`config.mk`:
```
export PLATFORM = sky130hd
export DESIGN_NAME = multicycle_control
export DESIGN_NICKNAME = d
export VERILOG_FILES = /design/src/rtl/multicycle_control.sv
export SDC_FILE = /design/constraint.sdc
export NUM_CORES = 1
export LEC_CHECK = 0
export CORE_UTILIZATION = 38
export CTS_CLUSTER_SIZE = 8
export DETAILED_ROUTE_END_ITERATION = 10
export GPL_TIMING_DRIVEN = 0
export PLACE_DENSITY = 0.78
export SLEW_MARGIN = 20
export SYNTH_ARGS = -nofsm -noshare
export SYNTH_HDL_FRONTEND = slang
export SYNTH_SLANG_ARGS = --single-unit
```
`constraint.sdc`:
```
create_clock -name clk -period 2.9 [get_ports clk]
set_clock_uncertainty 0.1 [all_clocks]
set_input_delay 0.725 -clock clk [delete_from_list [all_inputs] [get_ports clk]]
set_output_delay 0.725 -clock clk [all_outputs]
set_load 0.02 [all_outputs]
```
`src/rtl/multicycle_control.sv`:
```
// Multicycle RISC-V controller: sequences FETCH/DECODE/EXECUTE/WRITEBACK and
// drives the ALU code, datapath mux selects and write enables.
// Optional feature macro: ILLEGAL_TRAP_EN (illegal decode enters a sticky TRAP state).
module multicycle_control (
  input  logic       clk,
  input  logic       reset,
  input  logic [6:0] opcode,
  input  logic [2:0] funct3,
  input  logic       funct7b5,
  input  logic       zero,
  input  logic       mem_ready,
  output logic       PCWrite,
  output logic       AdrSrc,
  output logic       MemWrite,
  output logic       IRWrite,
  output logic [1:0] ResultSrc,
  output logic [1:0] ALUSrcA,
  output logic [1:0] ALUSrcB,
  output logic [1:0] ImmSrc,
  output logic [3:0] ALUControl,
  output logic       RegWrite,
  output logic       illegal
);

  localparam logic [6:0] OpLw  = 7'b0000011;
  localparam logic [6:0] OpSw  = 7'b0100011;
  localparam logic [6:0] OpR   = 7'b0110011;
  localparam logic [6:0] OpI   = 7'b0010011;
  localparam logic [6:0] OpBeq = 7'b1100011;

  localparam logic [3:0] AluAdd = 4'b0010;
  localparam logic [3:0] AluSub = 4'b0110;
  localparam logic [3:0] AluXor = 4'b0100;
  localparam logic [3:0] AluSrl = 4'b0101;

  typedef enum logic [3:0] {
    StFetch,
    StDecode,
    StMemAdr,
    StMemRead,
    StMemWb,
    StMemWrite,
    StExecR,
    StExecI,
    StAluWb,
`ifdef ILLEGAL_TRAP_EN
    StBeq,
    StTrap
`else
    StBeq
`endif
  } state_e;

  state_e     state_q, state_d;
  logic [3:0] funct_alu;
  logic       funct_ok;
  logic       legal;

  // State register; the only sequential element.
  always_ff @(posedge clk) begin
    if (reset) state_q <= StFetch;
    else       state_q <= state_d;
  end

  // Funct decode for R/I arithmetic; funct7b5 is an immediate bit for addi/xori.
  always_comb begin
    funct_alu = AluAdd;
    funct_ok  = 1'b0;
    if (opcode == OpR) begin
      unique case ({funct7b5, funct3})
        4'b0000: begin funct_alu = AluAdd; funct_ok = 1'b1; end
        4'b1000: begin funct_alu = AluSub; funct_ok = 1'b1; end
        4'b0100: begin funct_alu = AluXor; funct_ok = 1'b1; end
        4'b0101: begin funct_alu = AluSrl; funct_ok = 1'b1; end
        default: ;
      endcase
    end else begin
      unique case (funct3)
        3'b000:  begin funct_alu = AluAdd; funct_ok = 1'b1; end
        3'b100:  begin funct_alu = AluXor; funct_ok = 1'b1; end
        3'b101:  begin funct_alu = AluSrl; funct_ok = !funct7b5; end
        default: ;
      endcase
    end
  end

  // Instruction legality, consulted only in DECODE.
  always_comb begin
    unique case (opcode)
      OpLw, OpSw: legal = 1'b1;
      OpR, OpI:   legal = funct_ok;
      OpBeq:      legal = (funct3 == 3'b000);
      default:    legal = 1'b0;
    endcase
  end

  // Next-state and Moore outputs; only PCWrite/IRWrite see mem_ready/zero directly.
  always_comb begin
    state_d    = state_q;
    PCWrite    = 1'b0;
    AdrSrc     = 1'b0;
    MemWrite   = 1'b0;
    IRWrite    = 1'b0;
    ResultSrc  = 2'b00;
    ALUSrcA    = 2'b00;
    ALUSrcB    = 2'b00;
    ALUControl = AluAdd;
    RegWrite   = 1'b0;
    illegal    = 1'b0;
    unique case (state_q)
      StFetch: begin
        ALUSrcB   = 2'b10;
        ResultSrc = 2'b10;
        IRWrite   = mem_ready;
        PCWrite   = mem_ready;
        if (mem_ready) state_d = StDecode;
      end
      StDecode: begin
        ALUSrcA = 2'b01;
        ALUSrcB = 2'b01;
        if (!legal) begin
`ifdef ILLEGAL_TRAP_EN
          state_d = StTrap;
`else
          state_d = StFetch;
`endif
        end else begin
          unique case (opcode)
            OpLw, OpSw: state_d = StMemAdr;
            OpR:        state_d = StExecR;
            OpI:        state_d = StExecI;
            default:    state_d = StBeq;
          endcase
        end
      end
      StMemAdr: begin
        ALUSrcA = 2'b10;
        ALUSrcB = 2'b01;
        state_d = (opcode == OpSw) ? StMemWrite : StMemRead;
      end
      StMemRead: begin
        AdrSrc = 1'b1;
        if (mem_ready) state_d = StMemWb;
      end
      StMemWb: begin
        ResultSrc = 2'b01;
        RegWrite  = 1'b1;
        state_d   = StFetch;
      end
      StMemWrite: begin
        AdrSrc   = 1'b1;
        MemWrite = 1'b1;
        if (mem_ready) state_d = StFetch;
      end
      StExecR: begin
        ALUSrcA    = 2'b10;
        ALUSrcB    = 2'b00;
        ALUControl = funct_alu;
        state_d    = StAluWb;
      end
      StExecI: begin
        ALUSrcA    = 2'b10;
        ALUSrcB    = 2'b01;
        ALUControl = funct_alu;
        state_d    = StAluWb;
      end
      StAluWb: begin
        RegWrite = 1'b1;
        state_d  = StFetch;
      end
      StBeq: begin
        ALUSrcA    = 2'b10;
        ALUControl = AluSub;
        PCWrite    = zero;
        state_d    = StFetch;
      end
`ifdef ILLEGAL_TRAP_EN
      StTrap: begin
        illegal = 1'b1;
        state_d = StTrap;
      end
`endif
      default: state_d = StFetch;
    endcase

    // Reset overrides everything so an abandoned instruction writes nothing.
    if (reset) begin
      PCWrite    = 1'b0;
      AdrSrc     = 1'b0;
      MemWrite   = 1'b0;
      IRWrite    = 1'b0;
      ResultSrc  = 2'b00;
      ALUSrcA    = 2'b00;
      ALUSrcB    = 2'b00;
      ALUControl = AluAdd;
      RegWrite   = 1'b0;
      illegal    = 1'b0;
    end
  end

  // Immediate format follows the opcode directly.
  always_comb begin
    ImmSrc = 2'b00;
    if (!reset) begin
      if (opcode == OpSw)       ImmSrc = 2'b01;
      else if (opcode == OpBeq) ImmSrc = 2'b10;
    end
  end

endmodule

```
==> flow_summary.ini, run 1 <==
[status]
status = complete, but fails checks
violations = negative setup slack

[synthesis]
synthTopCellsByCount = 11 x nor2_1, 6 x a21oi_1, 5 x inv_1, 5 x nand2_1
synth.most_common_cell = nor2_1
ys_warn_count = 0
synthArstFlopShare_pct = 0
yosysTopAreaCell = dfxtp_1
syn-instance-count = 90
syn_area_sq_um = 614
synthAdderAreaFrac_pct = 0
synth_top_area_share_pct = 13.0
synth_area_leaders = dfxtp_1 13%, nor2_1 6.7%, a21oi_1 4.9%, nand4bb_4 4.5%, nand2b_1 4.1%
synth-simple-area-share_pct = 45.2
synth-compound-area-share_pct = 24.0
yosys.cell_types.count = 38
synth_top_family_by_area = simple AND/OR/NAND/NOR gates
yosys-mux-area-fraction_pct = 2.44
synth-xor-area-share_pct = 4.28
synth_top_flop_cell = dfxtp_1
synth_edf_count = 0
syn_area_per_cell_sq_um = 6.83
synth-seq-cells = 4
ys_seq_area_share_pct = 13.0

[pwr]
comb_power_share_pct = 38.5
p_sw_w = 0.0000634
p_leak_nw = 0.447
sw_frac_of_total_pct = 31.3
p_clk_share_pct = 33.3
vdd_drop_max_uv = 300
p_seq_share_pct = 28.2
p_per_area_nw_per_um2 = 210
p_int_w = 0.000139

[final_layout]
regMostFlops = state_q
largest_register_ffs = 4
multi_input_area_sq_um = 502
fillers = 144
seqCellArea_sq_um = 80.1
utilization_pct = 64.1
layout-drive-gt1-share_pct = 24.8
synthToLayoutAreaGrowth_pct = 57.2
n_antenna_cell = 0
fin_nets = 142
top_regs = state_q (4)
stdcell_count = 141

[clock_tree]
cts.sinks = 4
root_buffer = clkbuf_4
path_clk_slew_ns = 0.03
cts_buffer_depth = 2
numCtsBuffers = 3
cts_tree = done
clk_latency_ns = 0.23
h-tree-depth = 1

[route]
firstDrtPassIters = 4
ant_nets = 0
drt_first_iter_violations = 6
wl_um = 1840
routed_via_density = 5.57
wl_per_cell_um = 13.0
dr_total_vias = 785
route.detailed.drc = 0

[timing]
fin_crit_sh_pct = 105
worst_slack_ns = -0.132
slew_headroom_pct = 65.7
rsz0062_at_grt = yes
worstMarginPinSlew_ns = 0.514
fmax_mhz = 330
drv_slew = 0
setup_violations = 1
hold_viol_final = 0
period_needed_ns = 3.03

[global_routing]
grtUsageTotal_pct = 22.6
gr-total-overflow = 0
grt_pass1_vias = 784
antenna_found_initial = 0
grt_pass1_wl_um = 3240
grt_max_degree = 11

[place]
portBuffers = 30
dp_hpwl_um = 1340
post-place-cells = 137
gp_congestion = 0.858

[hold_path]
hold_path.class = reg2reg

[critical_path]
critPathBufInv = 2
critical-path-max-stage-delay_ns = 0.51
crit_arrival_ns = 2.21
critical_path.top_delay_family = simple AND/OR/NAND/NOR gates
crit_type = in2out
critPathSlowestCell = or4_4
start_kind = primary input
path_cells = buf_6 > nand4bb_4 > or4_4 > mux2_4 > a32o_2 > buf_6
worstSetupEndpointType = output port
cp_max_fo = 3
crit_top_cell = buf_6
required_ns = 2.08

[floorplan]
fp.coreArea_sq_um = 1510
start_util_pct = 40.8
placementRows = 14
die_area_sq_um = 1780
io_pins = 33
die_w_um = 42.2
die_height_um = 42.2

[job]
drv_cap = 0
==> per-stage QoR <==
| step | total power, W | cell area [sq um] | hold WS [ns] | TNS [ns] | worst slack [ns] |
|---|---|---|---|---|---|
| floorplan | 0.0000977 | 618 | 0.450 | 0 | 0.0583 |
| global placement | 0.000137 | 938 | 0.514 | -5.79 | -0.877 |
| detailed placement | 0.000138 | 938 | 0.510 | -5.91 | -0.885 |
| CTS | 0.000207 | 981 | 0.554 | -0.128 | -0.128 |
| global route | 0.000219 | 966 | 0.605 | -0.168 | -0.168 |
| finish | 0.000203 | 966 | 0.558 | -0.132 | -0.132 |
==> what timing repair did <==
action / CTS / global route
gates resized for setup: 60 / 10
setup endpoints to repair: 16 / 2
cloned: 0 / 0
pin swaps: 3 / 2
hold buffers: 0 / 0
buffers inserted: 1 / 0
==> layout make-up <==
type | count | share of cell area (%)
Inverter | 5 | 1.94
Tap cell | 16 | 2.07
Clock buffer | 3 | 2.33
Buffer | 9 | 5.83
Timing Repair Buffer | 31 | 27.6
Sequential cell | 4 | 8.29
Multi-Input combinational cell | 73 | 51.9
==> worst min-delay path: stages, from the launching register on <==
cell and delay, ns:
dfxtp_1 0.40, nor2_4 0.08, o2bb2ai_1 0.12
==> layout by cell type, fill, tap and decap left out, types with 4 or more instances in the layout <==
cell type,n
dlygate4sd2_1,12
buf_2,5
inv_1,4
clkdlybuf4s50_1,4
a21oi_1,6
nand2b_1,4
dfxtp_1,4
nand3_1,4
nand2_1,5
nor2_1,9
buf_4,4
==> routing by layer <==
| layer | share of wire (%) | global-route usage, % |
|---|---|---|
| met2 | 50 | 41.8 |
| met5 | 0 | 0 |
| met3 | 5.1 | 5.17 |
| met1 | 45 | 26.9 |
| met4 | 0 | 3.13 |
==> kinds of logic (layout without fill, tap and decap cells) <==
group | count (synthesis) | count (layout)
XOR/XNOR | 3 | 3
AND/OR/NAND/NOR | 46 | 46
AO/OA/AOI/OAI | 21 | 21
flip-flops | 4 | 4
other | 1 | 2
buffers and inverters | 14 | 48
multiplexers | 1 | 1
==> final timing paths <==
| kind | startpoint | slack, ns | end | depth (start not counted) |
|---|---|---|---|---|
| worst min-delay path | state_q[3] | 0.56 | state_q[2] | 2 |
| worst min register to register | state_q[3] | 0.56 | state_q[2] | 2 |
| worst max-delay path | opcode[2] | -0.13 | ALUControl[2] | 6 |
| worst max register to register | state_q[2] | 1.28 | state_q[0] | 3 |
==> power groups by stage <==
stage	registers [W]	clock network (W)	logic, W
2_1_floorplan	0.0000578	0	0.0000399
3_3_place_gp	0.0000579	0	0.0000794
3_5_place_dp	0.0000580	0	0.0000804
4_1_cts	0.0000571	0.0000722	0.0000779
5_1_grt	0.0000572	0.0000765	0.0000849
6_report	0.0000572	0.0000674	0.0000781
(Power assumes the default switching activity.)
==> inputs of run 2 (changes only) <==
--- a/config.mk
+++ b/config.mk
@@ -9,6 +9,7 @@
 export CTS_CLUSTER_SIZE = 8
 export DETAILED_ROUTE_END_ITERATION = 10
 export GPL_TIMING_DRIVEN = 0
+export HOLD_SLACK_MARGIN = 0.02
 export PLACE_DENSITY = 0.78
 export SLEW_MARGIN = 20
 export SYNTH_ARGS = -nofsm -noshare
==> results of run 2 <==
No change in the layout: final DEF, timing and power equal those of run 1.
==> inputs of run 3 (changes only) <==
--- a/config.mk
+++ b/config.mk
@@ -8,7 +8,6 @@
 export CORE_UTILIZATION = 38
 export CTS_CLUSTER_SIZE = 8
 export DETAILED_ROUTE_END_ITERATION = 10
-export GPL_TIMING_DRIVEN = 0
 export HOLD_SLACK_MARGIN = 0.02
 export PLACE_DENSITY = 0.78
 export SLEW_MARGIN = 20
==> run 3 against run 2 <==
Against the previous run: the run still ends with negative setup slack left; critical endpoint unchanged; clock-buffer cell count unchanged; via count grew 6.2%; routed wire length rose by 10%; fmax is 0.60% higher; power is 4.5% higher; hold slack got worse by 0.077 ns.
==> flow_summary.ini, run 3 (synthesized netlist as in run 1, its figures left out) <==
[route]
wl_um = 2020
drt_first_iter_violations = 25
ant_nets = 0
route.detailed.drc = 0
routed_via_density = 5.52
wl_per_cell_um = 13.4
firstDrtPassIters = 4
dr_total_vias = 834

[place]
postPlaceCellArea_sq_um = 1040
portBuffers = 30
gp_congestion = 0.876
pre_cts_ws_ns = -0.860
dp_hpwl_um = 1540

[global_routing]
gr-total-overflow = 0
grt.met3_usage_pct = 3.02
grt_pass1_wl_um = 3500
gr-usage-met2_pct = 45.2
antenna_found_initial = 0
grt_max_degree = 15
met1_usage_pct = 28.5
grt_pass1_vias = 812
grtUsageTotal_pct = 25.0
grt.busiest_layer = met2

[hold_path]
hold_path.class = reg2reg
holdPathEnd = state_q[3]
hold_start = state_q[2]
whs_path_depth = 2

[clock_tree]
clk_latency_ns = 0.24
cts_tree = done
root_buffer = clkbuf_4
path_clk_slew_ns = 0.04
cts.sinks = 4
h-tree-depth = 1
cts_buffer_depth = 2
numCtsBuffers = 3

[final_layout]
top_regs = state_q (4)
fin_area_sq_um = 1020
regMostFlops = state_q
layout-drive-gt1-share_pct = 31.1
fin_nets = 152
final_cell_mix = 21 x buf_4, 13 x dlygate4sd2_1, 10 x nor2_1
n_antenna_cell = 0
largest_register_ffs = 4
synthToLayoutAreaGrowth_pct = 66.6
layout_commonest_cell = buf_4

[timing]
drv_slew = 0
setup_violations = 1
rsz0062_at_grt = yes
fin_crit_sh_pct = 104
fmax_mhz = 332
hold_viol_final = 0
worst_slack_ns = -0.114
period_needed_ns = 3.01

[pwr]
p_int_w = 0.000145
p_leak_nw = 0.485
p_per_area_nw_per_um2 = 207
sw_frac_of_total_pct = 31.7
p_clk_share_pct = 33.2
p_seq_share_pct = 28.0
vdd_drop_max_uv = 134
comb_power_share_pct = 38.8
p_sw_w = 0.0000672

[critical_path]
cp_max_fo = 2
start_kind = primary input
r2r_slack_ns = 1.03
r2r_start = state_q[0]
required_ns = 2.08
worstSetupEndpointType = output port
reg2regPathDepth = 3
crit_type = in2out
crit_arrival_ns = 2.19
regToRegEndpoint = state_q[0]

[floorplan]
die_w_um = 42.2
start_util_pct = 40.8
fp.coreArea_sq_um = 1510
die_height_um = 42.2
io_pins = 33
placementRows = 14
die_area_sq_um = 1780

[status]
violations = negative setup slack
status = complete, but fails checks

[job]
drv_cap = 0
-- run 3: final cells by class --
cell class                      instances  area [sq um]
Multi-Input combinational cell         73           488
Fill cell                             139           483
Timing Repair Buffer                   50           394
Sequential cell                         4          80.1
Clock buffer                            3          22.5
Tap cell                               16          20.0
Inverter                                5          18.8
-- run 3: worst max path at each step --
stage          startpoint       endpoint
3_3_place_gp    opcode[1]  ALUControl[2]
6_report        opcode[4]  ALUControl[2]
2_1_floorplan   opcode[2]  ALUControl[2]
3_5_place_dp    opcode[2]  ALUControl[2]
5_1_grt         opcode[2]  ALUControl[2]
4_1_cts         opcode[3]  ALUControl[2]
-- run 3: layer usage --
layer | up-vias | routed length, um | share of wire, %
met5 | - | 0 | 0
met4 | 0 | 31 | 1.5
met3 | 4 | 132 | 6.5
met2 | 44 | 1050 | 52
met1 | 368 | 809 | 40
li1 | 418 | - | -
-- run 3: timing repair --
item                       in CTS  in global routing
buffers inserted                1                  0
pin swaps                       3                  2
gates resized for setup        42                 16
setup endpoints to repair      16                  8
hold buffers                    0                  0
-- run 3: metrics by stage --
stage          util, %  hold WS, ns  TNS (ns)  total power, W  instances
2_1_floorplan        -        0.450         0       0.0000977         91
3_3_place_gp      68.8        0.425     -4.14        0.000147        147
3_5_place_dp      68.8        0.440     -4.46        0.000149        147
4_1_cts           69.7        0.453    -0.156        0.000213        151
5_1_grt           67.9        0.528    -0.161        0.000222        151
6_report          67.9        0.482    -0.114        0.000212        151
-- run 3: critical path: stages --
cell,delay [ns]
dlygate4sd2_1,0.22
inv_1,0.06
or4_4,0.54
mux2_4,0.31
a32o_1,0.21
buf_6,0.13
-- run 3: power groups by stage --
stage / Sequential, W / Combinational (W) / Clock (W)
after floorplan: 0.0000578 / 0.0000399 / 0
after global placement: 0.0000600 / 0.0000871 / 0
after CTS: 0.0000591 / 0.0000832 / 0.0000706
final: 0.0000592 / 0.0000822 / 0.0000703
after detailed placement: 0.0000600 / 0.0000892 / 0
after global routing: 0.0000593 / 0.0000891 / 0.0000740
